`src/rtl/watch_time_core.sv`:
```
// BCD time-of-day counter with 1 Hz prescaler, 12/24 h formats and a non-carrying set mode.
// All digit and pulse outputs are registered: they change one edge after the cause, with no stall path.
module watch_time_core #(
  parameter int TICK_DIV  = 50000000,
  parameter int TWELVE_HR = 0,
  parameter int INIT_HH   = 12,
  parameter int INIT_MM   = 0
) (
  input  logic       clk,
  input  logic       reset,
  input  logic       set_mode,
  input  logic       btn_min,
  input  logic       btn_hr,
  output logic [3:0] sec_ones,
  output logic [3:0] sec_tens,
  output logic [3:0] min_ones,
  output logic [3:0] min_tens,
  output logic [3:0] hr_ones,
  output logic [3:0] hr_tens,
  output logic       pm,
  output logic       sec_pulse,
  output logic       min_pulse
);

  localparam int             PW           = (TICK_DIV > 2) ? $clog2(TICK_DIV) : 1;
  localparam logic [PW-1:0]  PRESC_MAX    = PW'(TICK_DIV - 1);
  localparam logic [7:0]     INIT_HR_BCD  = {4'(INIT_HH / 10), 4'(INIT_HH % 10)};
  localparam logic [7:0]     INIT_MIN_BCD = {4'(INIT_MM / 10), 4'(INIT_MM % 10)};
  localparam logic           INIT_PM      = (TWELVE_HR == 0) && (INIT_HH >= 12);

  logic [PW-1:0] presc_q, presc_d;
  logic [7:0]    sec_q, sec_d;
  logic [7:0]    min_q, min_d;
  logic [7:0]    hr_q, hr_d;
  logic          pm_q, pm_d;
  logic          sec_pulse_q, sec_pulse_d;
  logic          min_pulse_q, min_pulse_d;
  logic          btn_min_q, btn_hr_q;

  logic [8:0]    sec_step, min_step, hr_step;
  logic          min_edge, hr_edge;

  // Returns {wrap, next} for a two-digit BCD field counting 00..59.
  function automatic logic [8:0] inc60(input logic [7:0] v);
    logic [8:0] r;
    if (v[3:0] != 4'd9) begin
      r = {1'b0, v[7:4], v[3:0] + 4'd1};
    end else if (v[7:4] != 4'd5) begin
      r = {1'b0, v[7:4] + 4'd1, 4'd0};
    end else begin
      r = 9'h100;
    end
    return r;
  endfunction

  // Returns {pm_next, hour_next} for one hour step in the selected format.
  function automatic logic [8:0] hr_inc(input logic [7:0] h, input logic p);
    logic [7:0] n;
    logic       np;
    np = p;
    if (TWELVE_HR != 0) begin
      if (h == 8'h12) begin
        n = 8'h01;
      end else if (h == 8'h11) begin
        n  = 8'h12;
        np = ~p;
      end else if (h[3:0] == 4'd9) begin
        n = {h[7:4] + 4'd1, 4'd0};
      end else begin
        n = {h[7:4], h[3:0] + 4'd1};
      end
    end else begin
      if (h == 8'h23) begin
        n = 8'h00;
      end else if (h[3:0] == 4'd9) begin
        n = {h[7:4] + 4'd1, 4'd0};
      end else begin
        n = {h[7:4], h[3:0] + 4'd1};
      end
      // BCD preserves numeric ordering, so a plain compare gives hour >= 12.
      np = (n >= 8'h12);
    end
    return {np, n};
  endfunction

  assign sec_step = inc60(sec_q);
  assign min_step = inc60(min_q);
  assign hr_step  = hr_inc(hr_q, pm_q);
  assign min_edge = btn_min & ~btn_min_q;
  assign hr_edge  = btn_hr & ~btn_hr_q;

  always_comb begin
    presc_d     = presc_q;
    sec_d       = sec_q;
    min_d       = min_q;
    hr_d        = hr_q;
    pm_d        = pm_q;
    sec_pulse_d = 1'b0;
    min_pulse_d = 1'b0;
    if (set_mode) begin
      // Setting never carries between fields; each button edges only its own field.
      presc_d = '0;
      sec_d   = 8'h00;
      if (min_edge) begin
        min_d = min_step[7:0];
      end
      if (hr_edge) begin
        pm_d = hr_step[8];
        hr_d = hr_step[7:0];
      end
    end else if (presc_q == PRESC_MAX) begin
      presc_d     = '0;
      sec_d       = sec_step[7:0];
      sec_pulse_d = 1'b1;
      if (sec_step[8]) begin
        min_d       = min_step[7:0];
        min_pulse_d = 1'b1;
        if (min_step[8]) begin
          pm_d = hr_step[8];
          hr_d = hr_step[7:0];
        end
      end
    end else begin
      presc_d = presc_q + PW'(1);
    end
  end

  always_ff @(posedge clk) begin
    if (reset) begin
      presc_q     <= '0;
      sec_q       <= 8'h00;
      min_q       <= INIT_MIN_BCD;
      hr_q        <= INIT_HR_BCD;
      pm_q        <= INIT_PM;
      sec_pulse_q <= 1'b0;
      min_pulse_q <= 1'b0;
      btn_min_q   <= 1'b0;
      btn_hr_q    <= 1'b0;
    end else begin
      presc_q     <= presc_d;
      sec_q       <= sec_d;
      min_q       <= min_d;
      hr_q        <= hr_d;
      pm_q        <= pm_d;
      sec_pulse_q <= sec_pulse_d;
      min_pulse_q <= min_pulse_d;
      btn_min_q   <= btn_min;
      btn_hr_q    <= btn_hr;
    end
  end

  assign sec_ones  = sec_q[3:0];
  assign sec_tens  = sec_q[7:4];
  assign min_ones  = min_q[3:0];
  assign min_tens  = min_q[7:4];
  assign hr_ones   = hr_q[3:0];
  assign hr_tens   = hr_q[7:4];
  assign pm        = pm_q;
  assign sec_pulse = sec_pulse_q;
  assign min_pulse = min_pulse_q;

endmodule

```
`config.mk`:
```
export PLATFORM = sky130hd
export DESIGN_NAME = watch_time_core
export DESIGN_NICKNAME = d
export VERILOG_FILES = /design/src/rtl/watch_time_core.sv
export SDC_FILE = /design/constraint.sdc
export NUM_CORES = 1
export LEC_CHECK = 0
export ABC_AREA = 1
export ABC_CLOCK_PERIOD_IN_PS = 1710
export BUFFER_PORTS_ARGS = -buffer_cell sky130_fd_sc_hd__clkbuf_2
export CAP_MARGIN = 20
export CORE_MARGIN = 2
export CORE_UTILIZATION = 35
export DETAILED_ROUTE_END_ITERATION = 6
export HOLD_SLACK_MARGIN = 0.05
export PLACE_DENSITY = 0.5
export SLEW_MARGIN = 25
export SYNTH_ARGS = -nofsm -noshare
export SYNTH_HDL_FRONTEND = slang
export SYNTH_SLANG_ARGS = --single-unit
```
`constraint.sdc`:
```
create_clock -name clk -period 1.71 [get_ports clk]
set_input_delay 0.2565 -clock clk [delete_from_list [all_inputs] [get_ports clk]]
set_output_delay 0.2565 -clock clk [all_outputs]
set_load 0.01 [all_outputs]
```
# == Yosys cells after proc, flatten, opt, wreduce, memory -nomap -nowiden ==
# Index checks and enable logic that the tools add are counted.
# word_totals
reg_bits,55
latch_bits,0
ram_bits,0
romBits,0
elab_cells,64
memories,0
# op_classes
add_sub_neg,7
multipliers,0
div,0
magnitude_cmp,1
n_eq_ne,9
shifts,0
mux,22
n_bitwise,6
reduce_logical,9
# op_table
operator,count
$mux W8,11
$mux W9,4
$add A26 B1 Y26 const B,1
$eq A26 B26 Y1 const B,1
$add A4 B1 Y4 const B,6
$eq A8 B6 Y1 const B,1
$ge A8 B5 Y1 const B,1
$ne A4 B3 Y1 const B,2
$ne A4 B4 Y1 const B,2
$mux W1,7
$reduce_bool A2 Y1,3
$reduce_or A3 Y1,2
$eq A4 B4 Y1 const B,1
$ne A2 B1 Y1 const B,2
$not A1 Y1,4
$reduce_and A4 Y1,1
$reduce_and A3 Y1,1
$and A1 B1 Y1,2
$reduce_and A2 Y1,1
$reduce_or A2 Y1,1

# == Logic depth before layout (Yosys ltp) ==
# Gate-level depths: netlist (run 1).
# logic_depth
ltp_word,8
ltp_mapped,12

# == Least setup slack after synthesis (run 1) ==
# Ideal clock, no wire load.
# synth_path
kind,flip-flop to flip-flop
start,register hr_q[0]
end,register pm_q (netlist: pm)
setup_time_ps,123
arrival_time_ps,1427
required_time_ps,1587
path_slack_ps,160
stages_incl_launch_ff,11
n_path_buf,0
cell_sequence,dfxtp_1 -> ha_1 -> nand2_1 -> nor2_1 -> nand2_1 -> xor2_1 -> nand2_1 -> nor2_1 -> nand2_1 -> nand2_1 -> nand3_1
# synth_between
elab_chain_cells,8
word_cells_on_any_way,11
cone_classes,1 x add/sub; 1 x order compare; 2 x eq/ne; 7 x mux
# synth_rtl
item,line,rtl
from (decl),34,"logic [7:0] hr_q, hr_d;"
from (signal assigned),143,hr_q <= hr_d;
$add A4 B1 Y4 / $eq A4 B4 Y1 (equally long branches),"78, 75",
$mux W8,75,end else if (h[3:0] == 4'd9) begin
$mux W8 *,73,if (h == 8'h23) begin
$ge A8 B5 Y1 *,81,np = (n >= 8'h12);
$mux W1,118,if (min_step[8]) begin
$mux W1,115,if (sec_step[8]) begin
$mux W1,111,end else if (presc_q == PRESC_MAX) begin
$mux W1 *,100,if (set_mode) begin
to (signal assigned),144,pm_q <= pm_d;
to (decl),35,"logic pm_q, pm_d;"
# Every way passes the cells marked *; elsewhere a longest branch is shown, timed or not. The select of a mux whose other input is x is not followed.
# A chain may end at the register's enable or synchronous reset.

# == Final worst setup path (run 1) ==
# layout_path
start,register presc_q[22]
end,register sec_q[5]
# layout_between
elab_chain_cells,2
# layout_rtl
item,line,rtl
from (decl),31,"logic [PW-1:0] presc_q, presc_d;"
from (signal assigned),140,presc_q <= presc_d;
$eq A26 B26 Y1,111,
$reduce_and A2 Y1 (no source line),--,
to (signal assigned),131,sec_q <= 8'h00;
to (signal assigned),141,sec_q <= sec_d;
to (decl),32,"logic [7:0] sec_q, sec_d;"
# Every way passes these cells.

==> results by group, run 1 <==
Floorplan
  • Die Ht: 96.3 µm
  • Initial Util: 0.363
  • # IOs: 32
  • Core Area: ~8000 µm²
  • Die area: about 9300 µm²
  • Width of the die: ~96 µm
  • Rows: 33

Clocking
  • CTS Buffer Depth: 2
  • Clock transition at path regs: 0.10 ns
  • Clk_lat worst skew: 0.31 ns
  • Number of hold buffers added after cts: 0
  • CTS Buf Count: 5
  • Clock sink total: 55
  • CTS tree: yes
  • Clk root buf: clkbuf_8
  • H-tree levels: 2

Synth
  • Top-area cell type share of the netlist area: 0.369
  • Seq/Total Area, Yosys: 0.369
  • Syn Area/Cell: 6.64 µm²
  • Multiplexer share of the synthesized area: 0
  • Dominant cell type by area after synthesis: dfxtp_1
  • FF+latch count, synth: 55
  • Count leader, synth: nand2_1
  • Post-Synth XOR/XNOR Area: 0.0352
  • Syn_nets: 459
  • Mapped cell area: 2980 µm²
  • Synth Area in Adders: 0.0210
  • Post-synth EDFFs: 0
  • Main combinational cell family by area after synthesis: simple AND/OR/NAND/NOR gates
  • Post-synthesis simple-gate area fraction: 0.417
  • Syn Inst Count: around 450
  • Syn. warnings: 0
  • Largest cells by area after synthesis: dfxtp_1 (37%), nand2_1 (14%), nor2_1 (9.3%), inv_1 (6.7%), nand3_1 (6.4%)
  • Commonest cells in the netlist: nand2_1 (113), nor2_1 (74), dfxtp_1 (55)
  • FFs w/ async S/R, synth: 0
  • Compound-Gate Fraction of Synth Area: 0.0722
  • Top_reg_cell synth: dfxtp_1
  • Synth cell types: 33

Power and ir drop
  • Lkg Pwr: ~1.5 nW
  • Total power: 2.23 mW
  • Pwr/cell area: 612 nW/µm²
  • Worst VDD drop: 0.000352 V

Layout
  • Layout area overhead: 22.3%
  • Nets@finish: 524
  • Multi-input logic area: 1730 µm²
  • Filler cells: 900
  • Ant diodes: 0
  • Final instance area: 3650 µm²
  • Register area: 1100 µm²
  • Fraction of layout cells with a size suffix above 1: 0.216

Timing
  • Setup_tns: 0 ns
  • Slew @ Worst Pin: 0.410 ns
  • Worst Skew: approximately 0.009 ns
  • Post-route clock period utilization: 0.932
  • RSZ-0062 raised after global routing: yes
  • Final setup margin: 0.117 ns
  • Period minus WS final: 1.59 ns
  • F_max: 0.628 GHz
  • Fin. Hold Viols: 0
  • Finish-stage setup viols: 0
  • Slew headroom: 0.724
  • Pins Over Slew Limit: 0

Detailed routing
  • Initial DRC Count: 87
  • Max Used Layer: met4
  • Post-route ant nets: 0
  • Drt drc: 0
  • Met3 Routed Length: around 160 µm
  • Avg Vias per Cell: about 4.7
  • Wirelength per Cell: 12.0 µm
  • Met1 WL: 3610 µm
  • Metal2 WL: 3590 µm
  • Drt pass-1 iters: 4
  • Vias: 2,916
  • Final Routed Wirelength: approximately 7400 µm

Place
  • Place WS: -0.0351 ns
  • Port Buffer Count: 31
  • Post-DP HPWL: 5620 µm
  • Final GP Congestion: 0.820
  • Area after DPL: 3420 µm²

GRT
  • Initial antenna violation count: 0
  • Vias in the first global route: 2,630
  • Total GRT Usage: 0.162
  • Gr ovfl total: 0
  • Largest net degree at the start of global routing: 15
  • First-pass GRT wire length: 11,900 µm

Worst setup path
  • Crit Path Max Fanout: 4
  • CP Class: reg2reg
  • CP Launch Type: flip-flop
  • Crit Reg-Reg Startpoint: presc_q[22]
  • Worst path max stage delay: approximately 0.38 ns
  • Slowest stage cell, crit path: dfxtp_1
  • CP cell instances: nand2_1, nor2_4, inv_1, nor2_1, nand3_2, buf_4, nor2_2, nand2_1, nand3_1, nand2_1
  • Buf+Inv Stages, Crit Path: 2
  • Delay-heaviest family, CP: simple AND/OR/NAND/NOR gates
  • Flop2flop setup slack: 0.12 ns
  • WP data required: 1.92 ns
  • Worst setup path start: presc_q[22]
  • WP data arrival: 1.80 ns
  • CP dominant cell by count: nand2_1
  • Reg-to-Reg End: sec_q[5]
  • R2R cell count: 10
  • Critical Path End Type: flip-flop

Flow run
  • Max_cap viols: 0

Hold path
  • Hold Path Class: in2reg
  • WHS Endpoint: btn_min_q
  • Cell count of the worst hold path: 3
  • Hold path start: btn_min

Run status
  • Status: complete, no violations
==> worst register-to-register path, stage by stage (launching register included) <==
cell and delay, ns:
dfxtp_1 0.38, nand2_1 0.14, nor2_4 0.19, inv_1 0.09, nor2_1 0.13, nand3_2 0.11
buf_4 0.17, nor2_2 0.10, nand2_1 0.08, nand3_1 0.07, nand2_1 0.05
==> state kept, by name, summed over array words and instances, names as in the netlist <==
signal,flops
min_q,8
sec_pulse,1
min_pulse,1
pm,1
btn_hr_q,1
presc_q,26
btn_min_q,1
hr_q,8
sec_q,8
==> final cells by class <==
| cell class | count | area share |
|---|---|---|
| flip-flops and latches | 55 | 0.303 |
| well taps | 105 | 0.0360 |
| clock buffers | 6 | 0.0199 |
| repair buffers | 63 | 0.108 |
| multi-input cells | 333 | 0.474 |
| inverters | 56 | 0.0583 |
==> cells by family (layout without fill, tap and decap cells) <==
kind of cell | after synthesis | after routing
buf+inv | 62 | 125
fa+ha+maj | 5 | 5
simple gates | 275 | 276
flops | 55 | 55
compound gates | 40 | 40
xor+xnor | 12 | 12
==> worst max path at each step <==
stage / to / slack, ns / depth (start not counted)
4_1_cts: hr_q[4] / 0.01 / 11
2_1_floorplan: pm / 0.16 / 10
3_3_place_gp: hr_q[2] / 0.03 / 11
3_5_place_dp: hr_q[4] / -0.04 / 11
5_1_grt: sec_q[5] / -0.04 / 11
6_report: sec_q[5] / 0.12 / 10
==> power by group <==
group	internal (mW)	switching, mW
combinational	0.0893	0.130
sequential	1.30	0.0177
clock	0.275	0.417
==> cell usage in the layout (no fill, tap or decap), types with 3 or more instances in the layout <==
cell	synthesis	routed
clkbuf_8	0	5
xor2_1	9	9
o21a_1	3	3
dfxtp_2	0	3
nor2_2	4	10
buf_4	2	32
nand2_2	4	7
nor2_4	2	5
nor3_2	2	5
nand3_1	38	37
inv_1	53	50
nor3_1	9	6
nand3b_1	3	3
nand4_1	12	12
nor2_1	74	65
clkbuf_2	0	31
nor3b_1	5	5
a21oi_1	28	27
xnor2_1	3	3
o21ai_0	5	5
inv_2	2	4
dfxtp_1	55	52
ha_1	5	5
nand2_1	113	111
==> per-layer routing <==
layer / GRT usage / vias up
met3: 0.0305 / 5
li1: - / 1565
met2: 0.286 / 26
met5: 0 / -
met4: 0.0317 / 0
met1: 0.206 / 1320
==> timing repair <==
item | in CTS | in global routing
gates cloned | 0 | 1
buffers inserted | 4 | 2
resized for setup | 2 | 28
pin swaps | 1 | 4
endpoints found under the setup margin | 4 | 49
==> metrics by stage <==
stage               utilization  hold slack (ns)  cells
floorplan                     -            0.378    449
global placement          0.416            0.429    605
detailed placement        0.416            0.439    605
CTS                       0.430            0.159    615
global route              0.444            0.151    618
finish                    0.444            0.166    618
Power figures use the tool's default switching activity.
==> run 2, diff against run 1 <==
--- a/config.mk
+++ b/config.mk
@@ -5,7 +5,6 @@
 export SDC_FILE = /design/constraint.sdc
 export NUM_CORES = 1
 export LEC_CHECK = 0
-export ABC_AREA = 1
 export ABC_CLOCK_PERIOD_IN_PS = 1710
 export BUFFER_PORTS_ARGS = -buffer_cell sky130_fd_sc_hd__clkbuf_2
 export CAP_MARGIN = 20
==> results by group, run 2 <==
Worst setup path
  • Critical Path End Type: flip-flop (unchanged)
  • Worst path max stage delay: 0.50 ns (was 0.38 ns)
  • Crit Path Max Fanout: 4 (unchanged)
  • CP cell instances: or3b_4, or4b_4, or4_4, a21oi_2, mux2_4 (was nand2_1, nor2_4, inv_1, nor2_1, nand3_2, buf_4, nor2_2, nand2_1, nand3_1, nand2_1)
  • WP data arrival: 2.49 ns (was 1.80 ns)
  • WP data required: 1.92 ns (about the same)
  • Flop2flop setup slack: -0.57 ns (was 0.12 ns)
  • CP Launch Type: flip-flop (unchanged)
  • CP Class: reg2reg (unchanged)
  • Slowest stage cell, crit path: or4b_4 (was dfxtp_1)

Timing
  • RSZ-0062 raised after global routing: yes (unchanged)
  • Fin. Hold Viols: 0 (unchanged)
  • Pins Over Slew Limit: 0 (unchanged)
  • F_max: 0.439 GHz (was 0.628 GHz)
  • Post-route clock period utilization: 1.33 (was 0.932)
  • Slew headroom: 0.716 (was 0.724)
  • Worst Skew: 0.0115 ns (was 0.00896 ns)
  • Period minus WS final: 2.28 ns (was 1.59 ns)
  • Final setup margin: -0.569 ns (was 0.117 ns)
  • Min Hold Slack: 0.186 ns (was 0.166 ns)
  • Slew @ Worst Pin: 0.425 ns (was 0.410 ns)
  • Finish-stage setup viols: 47 (was 0)

Flow run
  • Max_cap viols: 0 (unchanged)

Detailed routing
  • Drt pass-1 iters: 4 (unchanged)
  • Vias: 2,696 (was 2,916)
  • Initial DRC Count: 66 (was 87)
  • Wirelength per Cell: 12.9 µm (was 12.0 µm)
  • Post-route ant nets: 0 (unchanged)
  • Drt drc: 0 (unchanged)
  • Final Routed Wirelength: 6970 µm (was 7410 µm)
  • Avg Vias per Cell: 4.97 (was 4.72)

Hold path
  • Hold Path Class: in2reg (unchanged)

Layout
  • Most frequent cells in the layout: buf_4 (77), dfxtp_1 (48), nor2_1 (42) (was nand2_1 (111), nor2_1 (65), dfxtp_1 (52))
  • Ant diodes: 0 (unchanged)
  • Layout area overhead: 47.6% (was 22.3%)
  • Top reg by flops: presc_q (unchanged)
  • Max reg flops: 26 (unchanged)
  • Filler cells: 774 (was 900)
  • Register area: 1110 µm² (was 1100 µm²)
  • Commonest non-fill, non-tap cell in the layout: buf_4 (was nand2_1)
  • Nets@finish: 449 (was 524)
  • Final instance area: 4060 µm² (was 3650 µm²)
  • Fraction of layout cells with a size suffix above 1: 0.411 (was 0.216)
  • Multi-input logic area: 1790 µm² (was 1730 µm²)

Synth
  • Top-area cell type share of the netlist area: 0.401 (was 0.369)
  • Syn_nets: 332 (was 459)
  • Syn. warnings: 0 (unchanged)
  • FF+latch count, synth: 55 (unchanged)
  • Seq/Total Area, Yosys: 0.401 (was 0.369)
  • Count leader, synth: dfxtp_1 (was nand2_1)
  • Synth cell types: 55 (was 33)
  • Dominant cell type by area after synthesis: dfxtp_1 (unchanged)
  • Largest cells by area after synthesis: dfxtp_1 (40%), xnor2_1 (7.6%), nor2_1 (6.3%), nand3_1 (3.3%), nor3_1 (2.4%) (was dfxtp_1 (37%), nand2_1 (14%), nor2_1 (9.3%), inv_1 (6.7%), nand3_1 (6.4%))
  • Syn Area/Cell: 8.54 µm² (was 6.64 µm²)
  • Post-synth EDFFs: 0 (unchanged)
  • Top_reg_cell synth: dfxtp_1 (unchanged)
  • Syn Inst Count: 322 (was 449)
  • Commonest cells in the netlist: dfxtp_1 (55), nor2_1 (46), xnor2_1 (24) (was nand2_1 (113), nor2_1 (74), dfxtp_1 (55))
  • FFs w/ async S/R, synth: 0 (unchanged)
  • Mapped cell area: 2750 µm² (was 2980 µm²)

Place
  • Final GP Congestion: 0.823 (was 0.820)
  • Port Buffer Count: 31 (unchanged)
  • Place WS: -0.653 ns (was -0.0351 ns)
  • Area after DPL: 3740 µm² (was 3420 µm²)
  • Post-DP HPWL: 5140 µm (was 5620 µm)

Power and ir drop
  • Switch Pwr: 0.524 mW (was 0.565 mW)
  • Sw Share: 0.243 (was 0.253)
  • Worst VDD drop: 0.000277 V (was 0.000352 V)
  • Power Internal: 1.63 mW (was 1.67 mW)
  • Pwr/cell area: 531 nW/µm² (was 612 nW/µm²)
  • Lkg Pwr: 1.61 nW (was 1.48 nW)
  • Clock group share of total power: 0.333 (was 0.310)
  • Sequential power share: 0.603 (was 0.591)
  • Logic pwr share: 0.064 (was 0.098)

Floorplan
  • Core Area: 7690 µm² (was 8220 µm²)
  • Initial Util: 0.358 (was 0.363)
  • Width of the die: 92.6 µm (was 96.3 µm)
  • Rows: 32 (was 33)
  • # IOs: 32 (unchanged)
  • Die area: 8580 µm² (was 9270 µm²)
  • Die Ht: 92.6 µm (was 96.3 µm)

Run status
  • Status: finished, violations left (was complete, no violations)
  • Failing checks: setup timing

Clocking
  • H-tree levels: 2 (unchanged)
  • Number of hold buffers added after cts: 0 (unchanged)
  • Clk_lat worst skew: 0.31 ns (about the same)
  • Clock sink total: 55 (unchanged)
  • Clk root buf: clkbuf_8 (unchanged)
  • CTS Buffer Depth: 2 (unchanged)
  • CTS Buf Count: 5 (unchanged)
  • Clock transition at path regs: 0.11 ns (was 0.10 ns)
  • CTS tree: yes (unchanged)

GRT
  • First-pass GRT wire length: 12,000 µm (was 11,900 µm)
  • Vias in the first global route: 2,658 (was 2,630)
  • Initial antenna violation count: 0 (unchanged)
  • Largest net degree at the start of global routing: 23 (was 15)
  • Gr ovfl total: 0 (unchanged)
  • Total GRT Usage: 0.169 (was 0.162)
-- run 2: power by group through the flow --
stage	logic [mW]	clock network, mW	registers (mW)
finish	0.139	0.718	1.30
global route	0.155	0.783	1.30
detailed placement	0.134	0	1.33
global placement	0.133	0	1.33
CTS	0.136	0.745	1.30
floorplan	0.0733	0	1.33
-- run 2: cell type report --
type | instances | share of cell area
well taps | 102 | 0.0315
repair buffers | 120 | 0.219
flip-flops and latches | 55 | 0.274
clock inverters | 3 | 0.00370
clock buffers | 5 | 0.0170
multi-input cells | 242 | 0.441
inverters | 15 | 0.0139
-- run 2: layer usage --
layer / GRT usage / vias up / part of all wire
met1: 0.209 / 1278 / 0.45
met4: 0.0368 / 0 / 0.010
met3: 0.0252 / 7 / 0.030
li1: - / 1377 / -
met5: 0 / - / 0
met2: 0.311 / 34 / 0.50
-- run 2: path summary, 6_finish.rpt --
path                end  cells past startpoint  startpoint
max             hr_q[7]                      5    sec_q[5]
min           btn_min_q                      2       reset
max reg2reg     hr_q[7]                      5    sec_q[5]
min reg2reg  presc_q[0]                      2  presc_q[0]
-- run 2: logic make-up after synthesis --
group                      after synthesis  share of synthesized area
AOI/OAI and AO/OA                       43                      0.103
xor gates and xnor gates                28                     0.0892
adders and majority gates                5                     0.0228
buffers and inverters                   25                     0.0360
DFF                                     55                      0.401
muxes                                    8                     0.0310
and+or+nand+nor                        158                      0.318
-- run 2: repair_timing --
item,4_1_cts,5_1_grt
resized for setup,21,27
setup endpoints to repair,49,50
cloned,0,0
buffers inserted,4,2
pin swaps,12,16
-- run 2: through the flow --
stage               TNS, ns  utilization  instances  power, mW
global placement     -14.69        0.486        529       1.46
finish               -12.11        0.528        542       2.16
floorplan             -8.99            -        322       1.41
detailed placement   -16.01        0.486        529       1.46
global route         -15.76        0.528        542       2.24
CTS                   -9.37        0.512        541       2.18
-- run 2: worst max-delay path: cells and delay by family (launching register included) --
family	cells	cell delay, ns
simple gates	3	1.36
flops	1	0.34
mux	1	0.30
compound gates	1	0.17
==> run 3, diff against run 2 <==
--- a/config.mk
+++ b/config.mk
@@ -13,6 +13,7 @@
 export DETAILED_ROUTE_END_ITERATION = 6
 export HOLD_SLACK_MARGIN = 0.05
 export PLACE_DENSITY = 0.5
+export SKIP_LAST_GASP = 1
 export SLEW_MARGIN = 25
 export SYNTH_ARGS = -nofsm -noshare
 export SYNTH_HDL_FRONTEND = slang
==> results by group, run 3 (synthesis results as in run 2) <==
Timing
  • Slew headroom: 0.721 (was 0.716)
  • Final setup margin: -0.554 ns (was -0.569 ns)
  • Finish-stage setup viols: 47 (unchanged)
  • Slew @ Worst Pin: 0.418 ns (was 0.425 ns)
  • Pins Over Slew Limit: 0 (unchanged)
  • Fin. Hold Viols: 0 (unchanged)
  • Worst Skew: 0.0122 ns (was 0.0115 ns)
  • Post-route clock period utilization: 1.32 (was 1.33)
  • Period minus WS final: 2.26 ns (was 2.28 ns)
  • F_max: 0.442 GHz (was 0.439 GHz)
  • RSZ-0062 raised after global routing: yes (unchanged)

Detailed routing
  • Post-route ant nets: 0 (unchanged)
  • Vias: 2,690 (was 2,696)
  • Drt drc: 0 (unchanged)
  • Avg Vias per Cell: 4.96 (was 4.97)
  • Wirelength per Cell: 12.7 µm (was 12.9 µm)
  • Drt pass-1 iters: 4 (unchanged)
  • Initial DRC Count: 71 (was 66)
  • Final Routed Wirelength: 6870 µm (was 6970 µm)

Layout
  • Max reg flops: 26 (unchanged)
  • Final instance area: 4020 µm² (was 4060 µm²)
  • Nets@finish: 449 (unchanged)
  • Top reg by flops: presc_q (unchanged)
  • Finished Core Util: 0.523 (was 0.528)
  • Layout area overhead: 46.3% (was 47.6%)
  • Ant diodes: 0 (unchanged)
  • Commonest non-fill, non-tap cell in the layout: buf_4 (unchanged)
  • Most frequent cells in the layout: buf_4 (78), dfxtp_1 (48), nor2_1 (42) (was buf_4 (77), dfxtp_1 (48), nor2_1 (42))
  • Fraction of layout cells with a size suffix above 1: 0.400 (was 0.411)
  • Finished Layout Cells: 542 (unchanged)

Clocking
  • CTS Buf Count: 5 (unchanged)
  • Clock transition at path regs: 0.11 ns (about the same)
  • Clk_lat worst skew: 0.31 ns (about the same)
  • Clk root buf: clkbuf_8 (unchanged)
  • CTS Buffer Depth: 2 (unchanged)
  • Number of hold buffers added after cts: 0 (unchanged)
  • CTS tree: yes (unchanged)
  • Clock sink total: 55 (unchanged)
  • H-tree levels: 2 (unchanged)

Hold path
  • Hold Path Class: in2reg (unchanged)
  • Hold path start: reset (unchanged)

Floorplan
  • Initial Util: 0.358 (unchanged)
  • Die area: 8580 µm² (unchanged)
  • # IOs: 32 (unchanged)
  • Die Ht: 92.6 µm (unchanged)
  • Rows: 32 (unchanged)
  • Core Area: 7690 µm² (unchanged)
  • Width of the die: 92.6 µm (unchanged)

Worst setup path
  • Crit Reg-Reg Startpoint: sec_q[5] (unchanged)
  • Crit Path Max Fanout: 4 (unchanged)
  • CP cell instances: or3b_4, or4b_4, or4_4, a21oi_2, mux2_1 (was or3b_4, or4b_4, or4_4, a21oi_2, mux2_4)
  • WP data arrival: 2.47 ns (was 2.49 ns)
  • CP Launch Type: flip-flop (unchanged)
  • Critical Path End Type: flip-flop (unchanged)
  • Worst setup path start: sec_q[5] (unchanged)
  • CP Class: reg2reg (unchanged)
  • WP data required: 1.92 ns (about the same)
  • Slowest stage cell, crit path: or4b_4 (unchanged)
  • Worst path max stage delay: 0.51 ns (was 0.50 ns)

Flow run
  • Max_cap viols: 0 (unchanged)

GRT
  • Vias in the first global route: 2,655 (was 2,658)
  • Total GRT Usage: 0.169 (about the same)
  • First-pass GRT wire length: 12,000 µm (about the same)
  • Initial antenna violation count: 0 (unchanged)
  • Gr ovfl total: 0 (unchanged)
  • Largest net degree at the start of global routing: 23 (unchanged)

Place
  • Dpl cells: 529 (unchanged)
  • Place WS: -0.653 ns (unchanged)
  • Final GP Congestion: 0.823 (unchanged)
  • Port Buffer Count: 31 (unchanged)
  • Post-DP HPWL: 5140 µm (unchanged)
  • Area after DPL: 3740 µm² (unchanged)

Run status
  • Failing checks: setup timing (unchanged)
  • Status: finished, violations left (unchanged)

Power and ir drop
  • Lkg Pwr: 1.61 nW (about the same)
  • Total power: 2.15 mW (was 2.16 mW)
  • Worst VDD drop: 0.000278 V (was 0.000277 V)
  • Pwr/cell area: 534 nW/µm² (was 531 nW/µm²)
==> run 3: final cells by class <==
type / instances / area [µm²]
fill: 772 / 3660
clock inverter: 3 / 15.0
inverter: 15 / 56.3
multi-input combinational: 242 / 1760
clock buffer: 5 / 68.8
tap: 102 / 128
timing repair buffer: 120 / 886
sequential: 55 / 1110
==> run 3: per-layer routing <==
layer	up-vias	routed length, µm	part of all wire	track usage
met5	-	0	0	0
met1	1286	3110	0.45	0.208
met3	5	169	0.025	0.0252
li1	1374	-	-	-
met2	25	3530	0.51	0.311
met4	0	56	0.0082	0.0368
==> run 3: power by group <==
group | switching (mW) | internal, mW | total (mW)
combinational | 0.0788 | 0.0575 | 0.136
sequential | 0.00745 | 1.29 | 1.30
clock | 0.431 | 0.282 | 0.713
==> run 3: metrics by stage <==
step | TNS [ns] | hold WS, ns
after floorplan | -8.99 | 0.385
after global placement | -14.69 | 0.503
after detailed placement | -16.01 | 0.511
after CTS | -9.39 | 0.181
after global routing | -15.95 | 0.198
final | -12.09 | 0.191
==> run 3: path summary, 6_finish.rpt <==
kind	end	slack (ns)	depth (start not counted)
max	hr_q[7]	-0.55	5
min	btn_min_q	0.19	2
max reg2reg	hr_q[7]	-0.55	5
min reg2reg	presc_q[0]	0.52	2
==> run 3: what timing repair did <==
action,4_1_cts,5_1_grt
pin swaps,12,14
gates resized for setup,19,21
hold endpoints to repair,0,0
endpoints found under the setup margin,49,50
setup buffers,4,1
==> run 3: worst max-delay path: cells and delay by family, from the launching register on <==
| family | cells | cell delay, ns |
|---|---|---|
| AO/OA/AOI/OAI | 1 | 0.14 |
| AND/OR/NAND/NOR | 3 | 1.37 |
| flip-flops | 1 | 0.34 |
| multiplexers | 1 | 0.32 |
